**config.mk**
```make
export PLATFORM = sky130hd
export DESIGN_NAME = fp16_round_pack
export DESIGN_NICKNAME = d
export VERILOG_FILES = /design/src/rtl/fp16_round_pack.sv
export SDC_FILE = /design/constraint.sdc
export NUM_CORES = 1
export LEC_CHECK = 0
export CAP_MARGIN = 0
export CORE_ASPECT_RATIO = 0.8
export CORE_MARGIN = 4
export CORE_UTILIZATION = 49
export DETAILED_ROUTE_END_ITERATION = 10
export HOLD_SLACK_MARGIN = 0.12
export PLACE_DENSITY = 0.81
export SYNTH_ARGS = -nofsm -noshare
export SYNTH_HDL_FRONTEND = slang
export SYNTH_SLANG_ARGS = --single-unit
```
**constraint.sdc**
```tcl
create_clock -name CLK -period 3.4 [get_ports CLK]
set_clock_uncertainty 0.05 [all_clocks]
set_input_delay 0.34 -clock CLK [delete_from_list [all_inputs] [get_ports CLK]]
set_output_delay 0.34 -clock CLK [all_outputs]
set_load 0.01 [all_outputs]
```
**src/rtl/fp16_round_pack.sv**
```systemverilog
// Normalize, round-to-nearest-even and pack stage for the fp16 multiplier.
// Two-stage valid/ready pipeline; subnormal results are flushed to signed zero.
module fp16_round_pack #(
    parameter int unsigned BIAS = 15,
    parameter logic [15:0] QNAN = 16'h7E00
) (
    input  logic        CLK,
    input  logic        RST,
    input  logic        IN_VALID,
    output logic        IN_READY,
    input  logic        IN_SIGN,
    input  logic [6:0]  IN_EXP,
    input  logic [21:0] IN_MANT,
    input  logic [1:0]  IN_CLASS,
    input  logic        IN_NV,
    output logic        OUT_VALID,
    input  logic        OUT_READY,
    output logic [15:0] Q,
    output logic [4:0]  FLAGS
);

    localparam int unsigned EXP_W  = 8;
    localparam int unsigned FRAC_W = 10;
    localparam logic signed [EXP_W-1:0] EMAX = EXP_W'(2 * BIAS + 1);

    localparam logic [1:0] CLS_NORMAL = 2'b00;
    localparam logic [1:0] CLS_ZERO   = 2'b01;
    localparam logic [1:0] CLS_INF    = 2'b10;
    localparam logic [1:0] CLS_NAN    = 2'b11;

    logic                    r_s1_valid;
    logic                    r_s1_sign;
    logic signed [EXP_W-1:0] r_s1_exp;
    logic [FRAC_W-1:0]       r_s1_frac;
    logic                    r_s1_inc;
    logic                    r_s1_nx;
    logic [1:0]              r_s1_class;
    logic                    r_s1_nv;

    logic                    r_out_valid;
    logic [15:0]             r_q;
    logic [4:0]              r_flags;

    logic                    w_en1;
    logic                    w_en2;
    logic [FRAC_W-1:0]       w_frac1;
    logic                    w_g1;
    logic                    w_st1;
    logic signed [EXP_W-1:0] w_exp1;
    logic                    w_inc1;
    logic                    w_nx1;
    logic [FRAC_W:0]         w_sum;
    logic signed [EXP_W-1:0] w_exp2;
    logic [15:0]             w_q;
    logic [4:0]              w_flags;

    assign w_en2     = !r_out_valid || OUT_READY;
    assign w_en1     = !r_s1_valid || w_en2;
    assign IN_READY  = w_en1;
    assign OUT_VALID = r_out_valid;
    assign Q         = r_q;
    assign FLAGS     = r_flags;

    // Stage 1: pick the leading-one window and derive guard/sticky
    always_comb begin
        w_frac1 = IN_MANT[19:10];
        w_g1    = IN_MANT[9];
        w_st1   = |IN_MANT[8:0];
        w_exp1  = {IN_EXP[6], IN_EXP};
        if (IN_MANT[21]) begin
            w_frac1 = IN_MANT[20:11];
            w_g1    = IN_MANT[10];
            w_st1   = |IN_MANT[9:0];
            w_exp1  = {IN_EXP[6], IN_EXP} + 8'sd1;
        end
    end

    assign w_inc1 = w_g1 && (w_st1 || w_frac1[0]);
    assign w_nx1  = w_g1 || w_st1;

    // Stage 2: apply the rounding increment; a carry bumps the exponent
    assign w_sum  = {1'b0, r_s1_frac} + {{FRAC_W{1'b0}}, r_s1_inc};
    assign w_exp2 = r_s1_exp + $signed({{(EXP_W-1){1'b0}}, w_sum[FRAC_W]});

    always_comb begin
        w_q        = {r_s1_sign, 15'h0000};
        w_flags    = 5'b00000;
        w_flags[4] = r_s1_nv;
        case (r_s1_class)
            CLS_NORMAL: begin
                if (w_exp2 >= EMAX) begin
                    w_q        = {r_s1_sign, 5'h1F, 10'h000};
                    w_flags[1] = 1'b1;
                    w_flags[0] = 1'b1;
                end else if (r_s1_exp <= 8'sd0) begin
                    // rounding carry out of a tiny value does not lift it to normal
                    w_flags[2] = 1'b1;
                    w_flags[0] = 1'b1;
                end else begin
                    w_q        = {r_s1_sign, w_exp2[4:0], w_sum[FRAC_W-1:0]};
                    w_flags[0] = r_s1_nx;
                end
            end
            CLS_ZERO: w_q = {r_s1_sign, 15'h0000};
            CLS_INF:  w_q = {r_s1_sign, 5'h1F, 10'h000};
            CLS_NAN:  w_q = QNAN;
            default:  w_q = {r_s1_sign, 15'h0000};
        endcase
    end

    // Stage 1 registers
    always_ff @(posedge CLK or posedge RST) begin
        if (RST) begin
            r_s1_valid <= 1'b0;
            r_s1_sign  <= 1'b0;
            r_s1_exp   <= '0;
            r_s1_frac  <= '0;
            r_s1_inc   <= 1'b0;
            r_s1_nx    <= 1'b0;
            r_s1_class <= CLS_ZERO;
            r_s1_nv    <= 1'b0;
        end else if (w_en1) begin
            r_s1_valid <= IN_VALID;
            if (IN_VALID) begin
                r_s1_sign  <= IN_SIGN;
                r_s1_exp   <= w_exp1;
                r_s1_frac  <= w_frac1;
                r_s1_inc   <= w_inc1;
                r_s1_nx    <= w_nx1;
                r_s1_class <= IN_CLASS;
                r_s1_nv    <= IN_NV;
            end
        end
    end

    // Output registers hold while stalled
    always_ff @(posedge CLK or posedge RST) begin
        if (RST) begin
            r_out_valid <= 1'b0;
            r_q         <= 16'h0000;
            r_flags     <= 5'b00000;
        end else if (w_en2) begin
            r_out_valid <= r_s1_valid;
            if (r_s1_valid) begin
                r_q     <= w_q;
                r_flags <= w_flags;
            end
        end
    end

endmodule

```
==> results.yml, run 1 <==
status:
  status: "completed"
clocking:
  insertion_delay_ps: 300
  clock_path_buffers: 2
  htree_levels: 2
  cts_tree: "done"
  clock-sinks: 46
  clockRootBuffer: "clkbuf_8"
  ctsHoldBuffers: 0
  numCtsBuffers: 5
  post_cts_buffers: 0
  cts.reportedPaths.clkPinSlew_ps: 90
  post_cts_resized: 0
placed_design:
  hpwl_um: 3780
  io_buffer_count: 58
  place_congestion: 0.839
  placed_area_um2: 2960
die:
  pin_count: 60
  core_um2: 4600
  die_h_um: 69.6
  die_w_um: 85.0
  rows: 22
  start_util_pct: 50.5
  die-area_um2: 5910
sta:
  final_max_slew_viol_count: 0
  rsz0062_at_grt: "no"
  relSlewSlack_pct: 42.9
  setup_tns_ps: 0
  worst_pin_slew_ps: 851
  final_min_period_over_clock_period_pct: 87.5
  finalHoldViolations: 0
  timing.fmax_mhz: 336
  finalCriticalPeriod_ps: 2970
  setup_viol: 0
cells_and_area:
  fin_util_pct: 67.4
  final_area_um2: 3100
  drive_above_1_share_pct: 6.80
  finish.net_count: 335
  diodes: 0
  area_growth_pct: 33.4
route:
  vias_per_cell: 5.27
  drt_iter0_markers: 43
  vias: 1866
  routed_wl_um: 4810
  firstDrtPassIters: 6
  ant_nets: 0
  wl_per_cell_um: 13.6
  drc: 0
critical_path:
  crit_path_end: "Q[14]"
  cp_cell_sequence: "ha_1, ha_1, nand2_1, nor3_1, ha_1, ha_1, and3_1, a221o_1, a311oi_4, o31ai_2, a221o_1"
  reg2reg_slack_ps: 430
  cpLargestDelayFamily: "compound AO/OA/AOI/OAI gates"
  crit_type: "reg -> reg"
  cp-end-kind: "register"
  cp_data_arrival_time_ps: 3110
  crit_cells: 11
  cp.required_ps: 3530
  critPathLaunch: "r_s1_frac[0]"
  slowest_delay_ps: 380
  rr_startpoint: "r_s1_frac[0]"
  cp_common_cell: "ha_1"
  cp.buffers_inverters: 0
  crit_slowest_cell: "a221o_1"
  worst-path-max-fanout: 5
  worstReg2RegEnd: "Q[14]"
  cp-start-kind: "register"
  r2r_cells: 11
logic_synthesis:
  yosysTopAreaCellShare_pct: 48.5
  yosys-top-cells-count: "nand2_1 (47), dfrtp_1 (45), o21ai_0 (30), mux2i_1 (12)"
  synthArstFlopShare_pct: 100
  netlist_area_um2: 2320
  synth_most_common_cell: "nand2_1"
  synth-edff-count: 0
  synth_cell_types: 34
  avgSynthCellArea_um2: 9.89
  syn_nets: 277
  ys_ff_latch: 46
  ys_seq_area_share_pct: 49.6
  netlist_instances: 235
  yosys_warnings: 0
  ys.flop_type: "dfrtp_1"
  yosys.area.top_type: "dfrtp_1"
  synthTopCellsByArea: "dfrtp_1 (48%), nand2_1 (7.6%), o21ai_0 (6.5%), mux2i_1 (5.2%), xor2_1 (3.8%)"
global_route:
  antenna_found_initial: 0
  grtUsageTotal_pct: 17.5
  grt_overflow: 0
  grt_max_degree: 41
  grt_first_pass_wirelength_um: 8340
  grt_pass1_vias: 1868
power:
  powerDensity_nw_per_um2: 501
  total_power_uw: 1550
  leakage_uw: 0.00132
  vdd_drop_max_mv: 0.213
min_path:
  hold_path_class: "in -> async"
job:
  cap_viol_max_count: 0
-- per-layer routing --
| layer | up-vias | track usage (%) | wire, µm |
|---|---|---|---|
| li1 | 939 | - | - |
| met1 | 853 | 23.7 | 2290 |
| met2 | 66 | 25.9 | 2070 |
| met3 | 8 | 5.94 | 375 |
| met4 | 0 | 6.85 | 70 |
| met5 | - | 0 | 0 |
-- cells in the final DEF (no fill, tap or decap), types with 6 or more instances in the layout --
| cell type | n |
|---|---|
| dfrtp_1 | 45 |
| o21ai_0 | 30 |
| nand3_1 | 10 |
| nand2_1 | 47 |
| a221o_1 | 6 |
| mux2i_1 | 12 |
| xor2_1 | 10 |
| nor2_1 | 8 |
| clkdlybuf4s50_1 | 58 |
| xnor2_1 | 9 |
| clkbuf_8 | 6 |
-- worst register-to-register path: stages (launching register included) --
cell	delay, ps
dfrtp_1	360
ha_1	170
ha_1	210
nand2_1	80
nor3_1	220
ha_1	220
ha_1	260
and3_1	150
a221o_1	380
a311oi_4	330
o31ai_2	150
a221o_1	270
-- kinds of logic after synthesis --
family | share of synthesized area [%]
and+or+nand+nor | 16.0
buffers and inverters | 2.53
AOI/OAI and AO/OA | 14.3
other | 0.161
xor gates and xnor gates | 7.16
adders and majority gates | 2.69
DFF | 49.6
muxes | 7.59
-- cell type report --
cell class,instances,area [µm²]
timing repair buffer,61,603
tap,60,75.1
fill,359,1500
sequential,46,1150
multi-input combinational,175,1110
inverter,4,15.0
clock inverter,2,60.1
clock buffer,6,82.6
-- how the worst min path moves through the flow --
stage                        start          to  slack (ps)
final                          RST       Q[15]         360
after global routing           RST       Q[15]         440
after CTS                      RST       Q[15]         390
after detailed placement  FLAGS[2]    FLAGS[2]         420
after global placement       Q[15]       Q[15]         410
after floorplan           IN_VALID  r_s1_valid         400
-- report_power, final --
| part | internal (µW) | switching, µW |
|---|---|---|
| Combinational | 198 | 158 |
| Clock | 313 | 178 |
| Sequential | 631 | 74.6 |
-- flip-flops by register name (all words and copies together), names as in the netlist --
| signal | count |
|---|---|
| Q | 16 |
| r_s1_frac | 10 |
| r_s1_exp | 8 |
| FLAGS | 4 |
| r_s1_class | 2 |
| OUT_VALID | 1 |
| r_s1_inc | 1 |
| r_s1_nv | 1 |
| r_s1_nx | 1 |
| r_s1_sign | 1 |
| r_s1_valid | 1 |
-- metrics by stage --
step / hold WS [ps] / setup slack (ps) / cells
2_1_floorplan: 398 / 638 / 235
3_3_place_gp: 412 / 506 / 346
3_5_place_dp: 421 / 388 / 346
4_1_cts: 391 / 388 / 354
5_1_grt: 442 / 221 / 354
6_report: 362 / 426 / 354
Note: power is estimated with default switching activity, not from simulation.
==> run 2, diff against run 1 <==
- CORE_MARGIN: 4 -> 8
==> results.yml, run 2 (synthesis gave the netlist of run 1 again) <==
clocking:
  clock-sinks: 46
  cts_tree: "done"
  insertion_delay_ps: 300
  ctsHoldBuffers: 0
  clock_path_buffers: 2
  numCtsBuffers: 5
  htree_levels: 2
  cts.reportedPaths.clkPinSlew_ps: 90
  post_cts_buffers: 0
  post_cts_resized: 0
  clockRootBuffer: "clkbuf_8"
global_route:
  grt_overflow: 0
  grt_pass1_vias: 1949
  antenna_found_initial: 0
  grt_max_degree: 34
  grtUsageTotal_pct: 15.7
  grt_first_pass_wirelength_um: 9200
route:
  vias: 1884
  drc: 0
  wl_per_cell_um: 14.9
  ant_nets: 0
  routed_wl_um: 5280
  firstDrtPassIters: 5
  vias_per_cell: 5.32
  drt_iter0_markers: 45
power:
  total_power_uw: 1560
  leakage_uw: 0.00132
  vdd_drop_max_mv: 0.278
  powerDensity_nw_per_um2: 504
sta:
  setup_viol: 0
  holdWs_ps: 422
  rsz0062_at_grt: "no"
  worst_pin_slew_ps: 1040
  relSlewSlack_pct: 29.9
  final_max_slew_viol_count: 0
  finalCriticalPeriod_ps: 2980
  timing.fmax_mhz: 336
  final_min_period_over_clock_period_pct: 87.7
  finalHoldViolations: 0
  setup_tns_ps: 0
cells_and_area:
  layout_commonest_cell: "clkdlybuf4s50_1"
  largest_register_ffs: 16
  diodes: 0
  final_cell_mix: "clkdlybuf4s50_1 (58), nand2_1 (47), dfrtp_1 (45)"
  final_cells: 354
  fin_util_pct: 67.9
  area_growth_pct: 33.4
  drive_above_1_share_pct: 6.80
  finish.net_count: 335
critical_path:
  cp_data_arrival_time_ps: 3120
  rr_startpoint: "r_s1_frac[0]"
  reg2reg_slack_ps: 420
  crit_type: "reg -> reg"
  r2r_cells: 11
  cp-end-kind: "register"
  worstReg2RegEnd: "Q[10]"
  cp.required_ps: 3540
  cp-start-kind: "register"
  worst-path-max-fanout: 5
die:
  start_util_pct: 50.8
  rows: 22
  pin_count: 60
  core_um2: 4570
  die_w_um: 93.0
  die_h_um: 77.6
  die-area_um2: 7220
status:
  status: "completed"
job:
  cap_viol_max_count: 0
min_path:
  hold_path_class: "in -> async"
placed_design:
  dp.cells: 346
  io_buffer_count: 58
  hpwl_um: 4060
  place_congestion: 0.810
[run 2: cell counts in the layout (fill, tap and decap cells not counted)]
No cell type changed its count.
[run 2: final cells by class]
class / count / area (µm²)
multi-input cells: 175 / 1110
clock buffers: 6 / 82.6
clock inverters: 2 / 60.1
inverters: 4 / 15.0
well taps: 60 / 75.1
repair buffers: 61 / 603
fillers: 392 / 1470
flip-flops and latches: 46 / 1150
[run 2: critical path, stage by stage, from the launching register on]
cell and delay (ps):
dfrtp_1 380, ha_1 180, ha_1 200, nand2_1 90, nor3_1 200, ha_1 210
ha_1 250, and3_1 150, a221o_1 380, a311oi_4 340, o31ai_2 150, a221o_1 280
[run 2: worst max path at each step]
stage | from | to | cells after the start
floorplan | r_s1_frac[0] | Q[10] | 11
global placement | r_s1_frac[0] | Q[14] | 11
detailed placement | r_s1_inc | Q[12] | 11
CTS | r_s1_frac[0] | Q[12] | 11
global route | r_s1_frac[0] | Q[14] | 11
finish | r_s1_frac[0] | Q[10] | 11
[run 2: report_power, final]
group          switching, µW  internal, µW
clock                    182           313
combinational            162           198
sequential              76.3           631
[run 2: stage by stage]
stage	setup WS, ps	cell area, µm²
after detailed placement	406	2960
after global routing	248	3100
after CTS	386	3100
final	420	3100
after floorplan	638	2320
after global placement	519	2960
[run 2: routing by layer]
metal  wire, µm  up-vias  part of all wire (%)  global-route usage [%]
li1           -      940                     -                       -
met1       2600      878                    49                    20.4
met2       2210       60                    42                    22.6
met3        381        6                   7.2                    6.15
met4         88        0                   1.7                    6.42
met5          0        -                     0                       0
==> run 3, diff against run 2 <==
- REMOVE_ABC_BUFFERS: default -> 1
- TNS_END_PERCENT: default -> 1
==> results.yml, run 3 (synthesis gave the netlist of run 1 again) <==
route:
  drt_iter0_markers: 73
  wl_per_cell_um: 13.8
  ant_nets: 0
  routed_wl_um: 4890
  vias_per_cell: 5.23
  firstDrtPassIters: 4
  vias: 1856
  drc: 0
clocking:
  numCtsBuffers: 5
  clock-sinks: 46
  htree_levels: 2
  ctsHoldBuffers: 0
  post_cts_buffers: 0
  cts.reportedPaths.clkPinSlew_ps: 80
  post_cts_resized: 0
  insertion_delay_ps: 300
  clock_path_buffers: 2
  cts_tree: "done"
  clockRootBuffer: "clkbuf_8"
critical_path:
  crit_cells: 11
  slowest_delay_ps: 390
  cp.buffers_inverters: 0
  cp-start-kind: "register"
  cp_cell_sequence: "ha_1, ha_1, nand2_1, nor3_1, ha_1, ha_1, and3_1, a221o_1, a311oi_4, o31ai_2, a221o_1"
  cp_common_cell: "ha_1"
  cp-end-kind: "register"
  cpLargestDelayFamily: "compound AO/OA/AOI/OAI gates"
  cp.required_ps: 3540
  crit_type: "reg -> reg"
  r2r_cells: 11
  worst-path-max-fanout: 5
  cp_data_arrival_time_ps: 3100
  crit_slowest_cell: "a221o_1"
cells_and_area:
  drive_above_1_share_pct: 7.12
  area_growth_pct: 31.7
  fill_cells: 392
  diodes: 0
  final_cell_mix: "clkdlybuf4s50_1 (58), nand2_1 (47), dfrtp_1 (45)"
  largest_register_ffs: 16
  finish.net_count: 336
  layout_commonest_cell: "clkdlybuf4s50_1"
sta:
  worst_pin_slew_ps: 744
  relSlewSlack_pct: 50.1
  setup_viol: 0
  holdWs_ps: 324
  fin_ws_ps: 438
  setup_tns_ps: 0
  finalCriticalPeriod_ps: 2960
  final_min_period_over_clock_period_pct: 87.1
  final_max_slew_viol_count: 0
  finalHoldViolations: 0
  rsz0062_at_grt: "no"
  timing.fmax_mhz: 338
min_path:
  hold_path_class: "in -> async"
global_route:
  grt_pass1_vias: 1919
  antenna_found_initial: 0
  grt_max_degree: 26
  grt_overflow: 0
  grt_first_pass_wirelength_um: 8330
  grtUsageTotal_pct: 14.2
power:
  leakage_uw: 0.00130
  total_power_uw: 1410
  vdd_drop_max_mv: 0.238
  powerDensity_nw_per_um2: 460
placed_design:
  io_buffer_count: 58
  place_ws_ps: 417
  place_congestion: 0.792
  hpwl_um: 4020
die:
  die_h_um: 77.6
  die_w_um: 93.0
  start_util_pct: 50.8
  rows: 22
  core_um2: 4570
  pin_count: 60
  die-area_um2: 7220
job:
  cap_viol_max_count: 0
status:
  status: "completed"
## run 3: cell types whose count changed in the layout (fill, tap and decap cells not counted)
| cell | change |
|---|---|
| clkinvlp_4 | +1 |
| clkinv_2 | +1 |
| buf_4 | +1 |
| bufinv_16 | -2 |
## run 3: final timing paths
kind,endpoint,from,slack [ps]
worst max-delay path,Q[11],r_s1_frac[0],440
worst min-delay path,r_s1_nv,RST,320
worst max register to register,Q[11],r_s1_frac[0],440
worst min register to register,r_s1_nx,r_s1_nx,430
max in group asynchronous,r_s1_exp[4],RST,2260
min in group CLK,r_s1_nx,r_s1_nx,430
## run 3: layout make-up
cell class              instances  area (µm²)  share of cell area (%)
clock buffers                   6        82.6                    2.70
clock inverters                 2        12.5                   0.409
inverters                       4        15.0                   0.491
multi-input cells             175        1110                    36.3
flip-flops and latches         46        1150                    37.7
well taps                      60        75.1                    2.45
repair buffers                 62         611                    20.0
## run 3: power by group
| part | leakage [µW] | switching (µW) | total, µW | internal, µW |
|---|---|---|---|---|
| registers | 0.000572 | 75.6 | 706 | 631 |
| clock network | 0.0000472 | 181 | 345 | 163 |
| logic | 0.000679 | 157 | 356 | 199 |
| total | 0.00130 | 414 | 1410 | 993 |
## run 3: routing by layer
layer  up-vias  part of all wire (%)  GRT usage [%]
met5         -                     0              0
met4         0                   1.9           7.22
met3         8                   6.1           4.33
met2        51                    43           22.6
met1       857                    49           17.1
li1        940                     -              -
## run 3: stage by stage
step	instances	util (%)	area [µm²]
6_report	355	67.0	3060
5_1_grt	355	67.0	3060
4_1_cts	355	67.0	3060
3_5_place_dp	347	64.9	2970
3_3_place_gp	347	64.9	2970
2_1_floorplan	225	-	2280
## run 3: worst register-to-register path, delay by kind of cell (launching register included)
| kind | cells | cell delay (ps) |
|---|---|---|
| AO/OA/AOI/OAI | 4 | 1160 |
| adder cells (fa/ha/maj) | 4 | 830 |
| flip-flops | 1 | 350 |
| AND/OR/NAND/NOR | 3 | 440 |
